===== config.mk =====
export PLATFORM = sky130hd
export DESIGN_NAME = score_seg_encoder
export DESIGN_NICKNAME = d
export VERILOG_FILES = /design/src/rtl/score_disp_pkg.sv /design/src/rtl/seg7_decode.sv /design/src/rtl/score_seg_encoder.sv
export SDC_FILE = /design/constraint.sdc
export NUM_CORES = 1
export LEC_CHECK = 0
export ABC_AREA = 1
export BUFFER_PORTS_ARGS = -buffer_cell sky130_fd_sc_hd__buf_2
export CAP_MARGIN = 0
export CORE_MARGIN = 2
export CORE_UTILIZATION = 32
export DETAILED_ROUTE_END_ITERATION = 8
export PLACE_DENSITY = 0.58
export SKIP_LAST_GASP = 1
export SYNTH_ARGS = -nofsm -noshare
export SYNTH_HDL_FRONTEND = slang
export SYNTH_HIERARCHICAL = 1
export SYNTH_SLANG_ARGS = --single-unit

===== constraint.sdc =====
create_clock -name clk -period 1.7 [get_ports clk]
set_input_delay 0.085 -clock clk [delete_from_list [all_inputs] [get_ports clk]]
set_output_delay 0.085 -clock clk [all_outputs]
set_load 0.03 [all_outputs]

===== src/rtl/score_disp_pkg.sv =====
// Shared constants, FSM state type and the double-dabble step for the score display.
package score_disp_pkg;

  localparam int unsigned SCORE_W      = 7;
  localparam int unsigned BCD_W        = 4;
  localparam int unsigned BCD_DIGITS   = 3;
  localparam int unsigned DD_W         = SCORE_W + BCD_W * BCD_DIGITS;
  localparam int unsigned SEG_W        = 8;
  localparam int unsigned SHIFT_CYCLES = 7;
  localparam int unsigned SHIFT_CNT_W  = 3;

  // Segment patterns, bit order {dp,g,f,e,d,c,b,a}, active-high
  localparam logic [SEG_W-1:0] SEG_0     = 8'h3F;
  localparam logic [SEG_W-1:0] SEG_1     = 8'h06;
  localparam logic [SEG_W-1:0] SEG_2     = 8'h5B;
  localparam logic [SEG_W-1:0] SEG_3     = 8'h4F;
  localparam logic [SEG_W-1:0] SEG_4     = 8'h66;
  localparam logic [SEG_W-1:0] SEG_5     = 8'h6D;
  localparam logic [SEG_W-1:0] SEG_6     = 8'h7D;
  localparam logic [SEG_W-1:0] SEG_7     = 8'h07;
  localparam logic [SEG_W-1:0] SEG_8     = 8'h7F;
  localparam logic [SEG_W-1:0] SEG_9     = 8'h6F;
  localparam logic [SEG_W-1:0] SEG_DASH  = 8'h40;
  localparam logic [SEG_W-1:0] SEG_BLANK = 8'h00;
  localparam logic [SEG_W-1:0] SEG_DP    = 8'h80;

  typedef enum logic [1:0] {
    IDLE   = 2'd0,
    SHIFT  = 2'd1,
    COMMIT = 2'd2
  } state_t;

  // One double-dabble iteration: add 3 to every BCD digit >= 5, then shift left by one.
  // Layout is {hundreds, tens, units, binary}.
  function automatic logic [DD_W-1:0] dd_step(input logic [DD_W-1:0] v);
    logic [DD_W-1:0] t;
    t = v;
    for (int d = 0; d < int'(BCD_DIGITS); d++) begin
      if (t[SCORE_W + BCD_W * d +: BCD_W] >= 4'd5)
        t[SCORE_W + BCD_W * d +: BCD_W] = t[SCORE_W + BCD_W * d +: BCD_W] + 4'd3;
    end
    return t << 1;
  endfunction

endpackage


===== src/rtl/seg7_decode.sv =====
// BCD digit to seven-segment pattern; non-decimal codes show blank.
module seg7_decode
  import score_disp_pkg::*;
(
  input  logic [BCD_W-1:0] bcd,
  output logic [SEG_W-1:0] seg
);

  // Digit lookup
  always_comb begin
    seg = SEG_BLANK;
    case (bcd)
      4'd0: seg = SEG_0;
      4'd1: seg = SEG_1;
      4'd2: seg = SEG_2;
      4'd3: seg = SEG_3;
      4'd4: seg = SEG_4;
      4'd5: seg = SEG_5;
      4'd6: seg = SEG_6;
      4'd7: seg = SEG_7;
      4'd8: seg = SEG_8;
      4'd9: seg = SEG_9;
      default: seg = SEG_BLANK;
    endcase
  end

endmodule


===== src/rtl/score_seg_encoder.sv =====
// Converts two binary scores to four seven-segment bytes via a serial double dabble,
// with per-player blinking driven by a free-running half-period counter.
module score_seg_encoder
  import score_disp_pkg::*;
#(
  parameter int unsigned BLINK_INTERVAL = 25_000_000
) (
  input  logic               clk,
  input  logic               rst_n,
  input  logic [SCORE_W-1:0] score_a,
  input  logic [SCORE_W-1:0] score_b,
  input  logic               upd_valid,
  output logic               upd_ready,
  input  logic               blink_a,
  input  logic               blink_b,
  output logic [31:0]        leds
);

  localparam int unsigned BLINK_CNT_W = (BLINK_INTERVAL > 1) ? $clog2(BLINK_INTERVAL) : 1;

  state_t                  state_q, state_d;
  logic [SHIFT_CNT_W-1:0]  shift_cnt_q;
  logic [DD_W-1:0]         dd_a_q, dd_b_q;
  logic [31:0]             seg_q, seg_d;
  logic [BLINK_CNT_W-1:0]  blink_cnt_q;
  logic                    phase_q;
  logic                    accept;
  logic [SEG_W-1:0]        dec_a_tens, dec_a_units, dec_b_tens, dec_b_units;
  logic                    over_a, over_b;
  logic [SEG_W-1:0]        a_tens_byte, a_units_byte, b_tens_byte, b_units_byte;
  logic                    hide_a, hide_b;

  assign upd_ready = (state_q == IDLE);
  assign accept    = upd_valid && upd_ready;

  // State register
  always_ff @(posedge clk) begin
    if (!rst_n) state_q <= IDLE;
    else        state_q <= state_d;
  end

  // Next-state logic
  always_comb begin
    state_d = state_q;
    case (state_q)
      IDLE:    if (upd_valid) state_d = SHIFT;
      SHIFT:   if (shift_cnt_q == SHIFT_CNT_W'(SHIFT_CYCLES - 1)) state_d = COMMIT;
      COMMIT:  state_d = IDLE;
      default: state_d = IDLE;
    endcase
  end

  // Capture scores on accept, then iterate double dabble on both players in parallel
  always_ff @(posedge clk) begin
    if (!rst_n) begin
      dd_a_q      <= '0;
      dd_b_q      <= '0;
      shift_cnt_q <= '0;
    end else if (accept) begin
      dd_a_q      <= DD_W'(score_a);
      dd_b_q      <= DD_W'(score_b);
      shift_cnt_q <= '0;
    end else if (state_q == SHIFT) begin
      dd_a_q      <= dd_step(dd_a_q);
      dd_b_q      <= dd_step(dd_b_q);
      shift_cnt_q <= shift_cnt_q + SHIFT_CNT_W'(1);
    end
  end

  seg7_decode u_dec_a_tens  (.bcd(dd_a_q[SCORE_W + BCD_W +: BCD_W]), .seg(dec_a_tens));
  seg7_decode u_dec_a_units (.bcd(dd_a_q[SCORE_W +: BCD_W]),         .seg(dec_a_units));
  seg7_decode u_dec_b_tens  (.bcd(dd_b_q[SCORE_W + BCD_W +: BCD_W]), .seg(dec_b_tens));
  seg7_decode u_dec_b_units (.bcd(dd_b_q[SCORE_W +: BCD_W]),         .seg(dec_b_units));

  // Display formatting: dash above 99, blank leading zero, separator dp on A units
  always_comb begin
    over_a       = (dd_a_q[SCORE_W + 2 * BCD_W +: BCD_W] != '0);
    over_b       = (dd_b_q[SCORE_W + 2 * BCD_W +: BCD_W] != '0);
    a_tens_byte  = over_a ? SEG_DASH
                 : ((dd_a_q[SCORE_W + BCD_W +: BCD_W] == '0) ? SEG_BLANK : dec_a_tens);
    a_units_byte = (over_a ? SEG_DASH : dec_a_units) | SEG_DP;
    b_tens_byte  = over_b ? SEG_DASH
                 : ((dd_b_q[SCORE_W + BCD_W +: BCD_W] == '0) ? SEG_BLANK : dec_b_tens);
    b_units_byte = over_b ? SEG_DASH : dec_b_units;
    seg_d        = {b_units_byte, b_tens_byte, a_units_byte, a_tens_byte};
  end

  // Segment register, written only in COMMIT
  always_ff @(posedge clk) begin
    if (!rst_n)                 seg_q <= '0;
    else if (state_q == COMMIT) seg_q <= seg_d;
  end

  // Free-running blink half-period counter and phase (0 = visible)
  always_ff @(posedge clk) begin
    if (!rst_n) begin
      blink_cnt_q <= '0;
      phase_q     <= 1'b0;
    end else if (blink_cnt_q == BLINK_CNT_W'(BLINK_INTERVAL - 1)) begin
      blink_cnt_q <= '0;
      phase_q     <= ~phase_q;
    end else begin
      blink_cnt_q <= blink_cnt_q + BLINK_CNT_W'(1);
    end
  end

  assign hide_a = blink_a && phase_q;
  assign hide_b = blink_b && phase_q;
  assign leds   = {hide_b ? 16'h0000 : seg_q[31:16], hide_a ? 16'h0000 : seg_q[15:0]};

endmodule


==> results.toml <==
[place]
dp_hpwl_um = 9340
gp_congestion = 0.820
port_buffers = 51
placed_area_mm2 = 0.00643
placed_cells = 1160

[sta]
fmaxAchievable_ghz = 0.651
rsz0062_at_grt = "false"
post-route-period-util = 0.904
hold_violations = 0
layout_min_cycle_time_ns = 1.54
tns_ns = 0
slew_violations = 0
fin_skew_ns = 0.0114
setup_viol = 0

[clock_tree]
cts_tree = "yes"
cts.htree.levels = 3
cts_buffer_depth = 2
cts.clk_slew.worst_paths_ns = 0.08
ctsRootBufferMaster = "clkbuf_16"
cts_buffers = 9
clock_sinks = 101
clk_latency_ns = 0.36

[route]
drc_errors = 0
viasPerCell = 4.45
detail_route.wl_per_cell_um = 11.0
drt-initial-drc-count = 263
postRouteAntennaNets = 0
wirelength_um = 13100
vias = 5296
dr.pass1.iters = 4

[setup_path]
path_cells = "nand2_1 -> clkinvlp_4 -> buf_4 -> nor2_1 -> buf_2"
path_class = "flip-flop to output port"
startpoint_type = "flip-flop"
slowest_delay_ns = 0.34
crit_path_end_kind = "output port"
arrival_ns = 1.45
cp_max_fo = 7
critPathSlowestCell = "dfxtp_1"
worst_ep_required_time_ns = 1.62

[logic_synthesis]
avgSynthCellArea_um2 = 6.64
syn_nets = 947
yosysWarnings = 6
synth_area_mm2 = 0.00590
syn_inst = 889

[layout]
final-seq-area_mm2 = 0.00202
antenna_cells = 0
stdcell_count = 1191
final_nets = 1015
multi_input_area_mm2 = 0.00324
design_area_mm2 = 0.00687
drive_gt1_frac = 0.140
area_growth_pct = 16.4
fill_cells = 1922

[global_route]
groute.usage.overall = 0.137
grt_max_degree = 37
grt_pass1_vias = 4803
overflow = 0
antenna_found_initial = 0
grt_pass1_wl_um = 22100

[floorplan]
dieArea_mm2 = 0.0195
fp.dieH_um = 140
core_mm2 = 0.0180
io_pins = 52
initial_core_util = 0.327
die_width_um = 140
rows = 49

[flow_run]
max_cap_viol_count = 0

[power]
p_leak_nw = 2.91
power_density_mw_per_mm2 = 737
peakVddDrop_mv = 0.558

[hold_path]
holdCritPathClass = "input port to flip-flop"

[status]
status = "complete, no violations"
[registers in the layout, summed over array words and instances (netlist names)]
name,flops
seg_q,32
dd_a_q,19
blink_cnt_q,25
state_q,2
phase_q,1
dd_b_q,19
shift_cnt_q,3
[placed cells by master, fill, tap and decap left out, drive strengths merged, types with 3 or more instances in the layout]
cell type	n
inv	130
xor2	12
or2	3
buf	71
a21oi	74
conb	3
ha	39
a31oi	14
nand3	26
clkbuf	10
xnor2	5
nand4	8
nor2	100
nand2	301
nand3b	5
dlygate4sd3	13
dfxtp	101
o21ai	37
[layer usage]
| metal | wire (µm) | vias up | GRT usage | part of all wire |
|---|---|---|---|---|
| met5 | 0 | - | 0 | 0 |
| met4 | 152 | 0 | 0.0405 | 0.012 |
| met3 | 408 | 9 | 0.0286 | 0.031 |
| met2 | 6020 | 68 | 0.232 | 0.46 |
| met1 | 6470 | 2337 | 0.175 | 0.50 |
| li1 | - | 2882 | - | - |
[report_power, final]
group / total [mW] / leakage [nW] / internal [mW] / switching, mW
clock network: 2.03 / 0.140 / 1.02 / 1.00
registers: 2.47 / 0.819 / 2.42 / 0.0512
logic: 0.567 / 1.95 / 0.220 / 0.347
[stage by stage]
stage / setup WS [ns] / utilization / hold WS (ns) / power, mW
final: 0.163 / 0.381 / 0.00739 / 5.06
after global routing: 0.0125 / 0.381 / 0.0272 / 5.34
after CTS: 0.142 / 0.381 / 0.00483 / 5.15
after detailed placement: 0.162 / 0.357 / 0.345 / 3.07
after global placement: 0.228 / 0.357 / 0.342 / 3.07
after floorplan: 0.297 / - / 0.223 / 2.93
[what timing repair did]
item,in CTS,in global routing
gates resized for setup,1,1
setup endpoints to repair,3,1
hold buffers,13,0
hold endpoints to repair,13,0
buffers inserted,2,0
[final timing paths]
kind,cells after the start,slack [ns],startpoint,to
min,3,0.007,score_b[5],dd_b_q[5]$_SDFFE_PN0P_
max,5,0.16,phase_q$_SDFFE_PN0N_,leds[20]
min reg2reg,1,0.45,blink_cnt_q[0]$_SDFF_PP0_,blink_cnt_q[0]$_SDFF_PP0_
max reg2reg,6,0.20,dd_b_q[12]$_SDFFE_PP0N_,dd_b_q[13]$_SDFFE_PP0N_
[final cells by class]
type	count	share of cell area
Sequential cell	101	0.295
Multi-Input combinational cell	635	0.471
Clock inverter	6	0.00747
Timing Repair Buffer	84	0.0816
Clock buffer	10	0.0334
Inverter	126	0.0698
Tap cell	229	0.0417
[worst max-delay path: cells and delay by family, from the launching register on]
kind | cells | cell delay [ns]
buffers and inverters | 3 | 0.56
flip-flops | 1 | 0.34
AND/OR/NAND/NOR | 2 | 0.20
No activity file was read; power rests on OpenSTA's default activity.
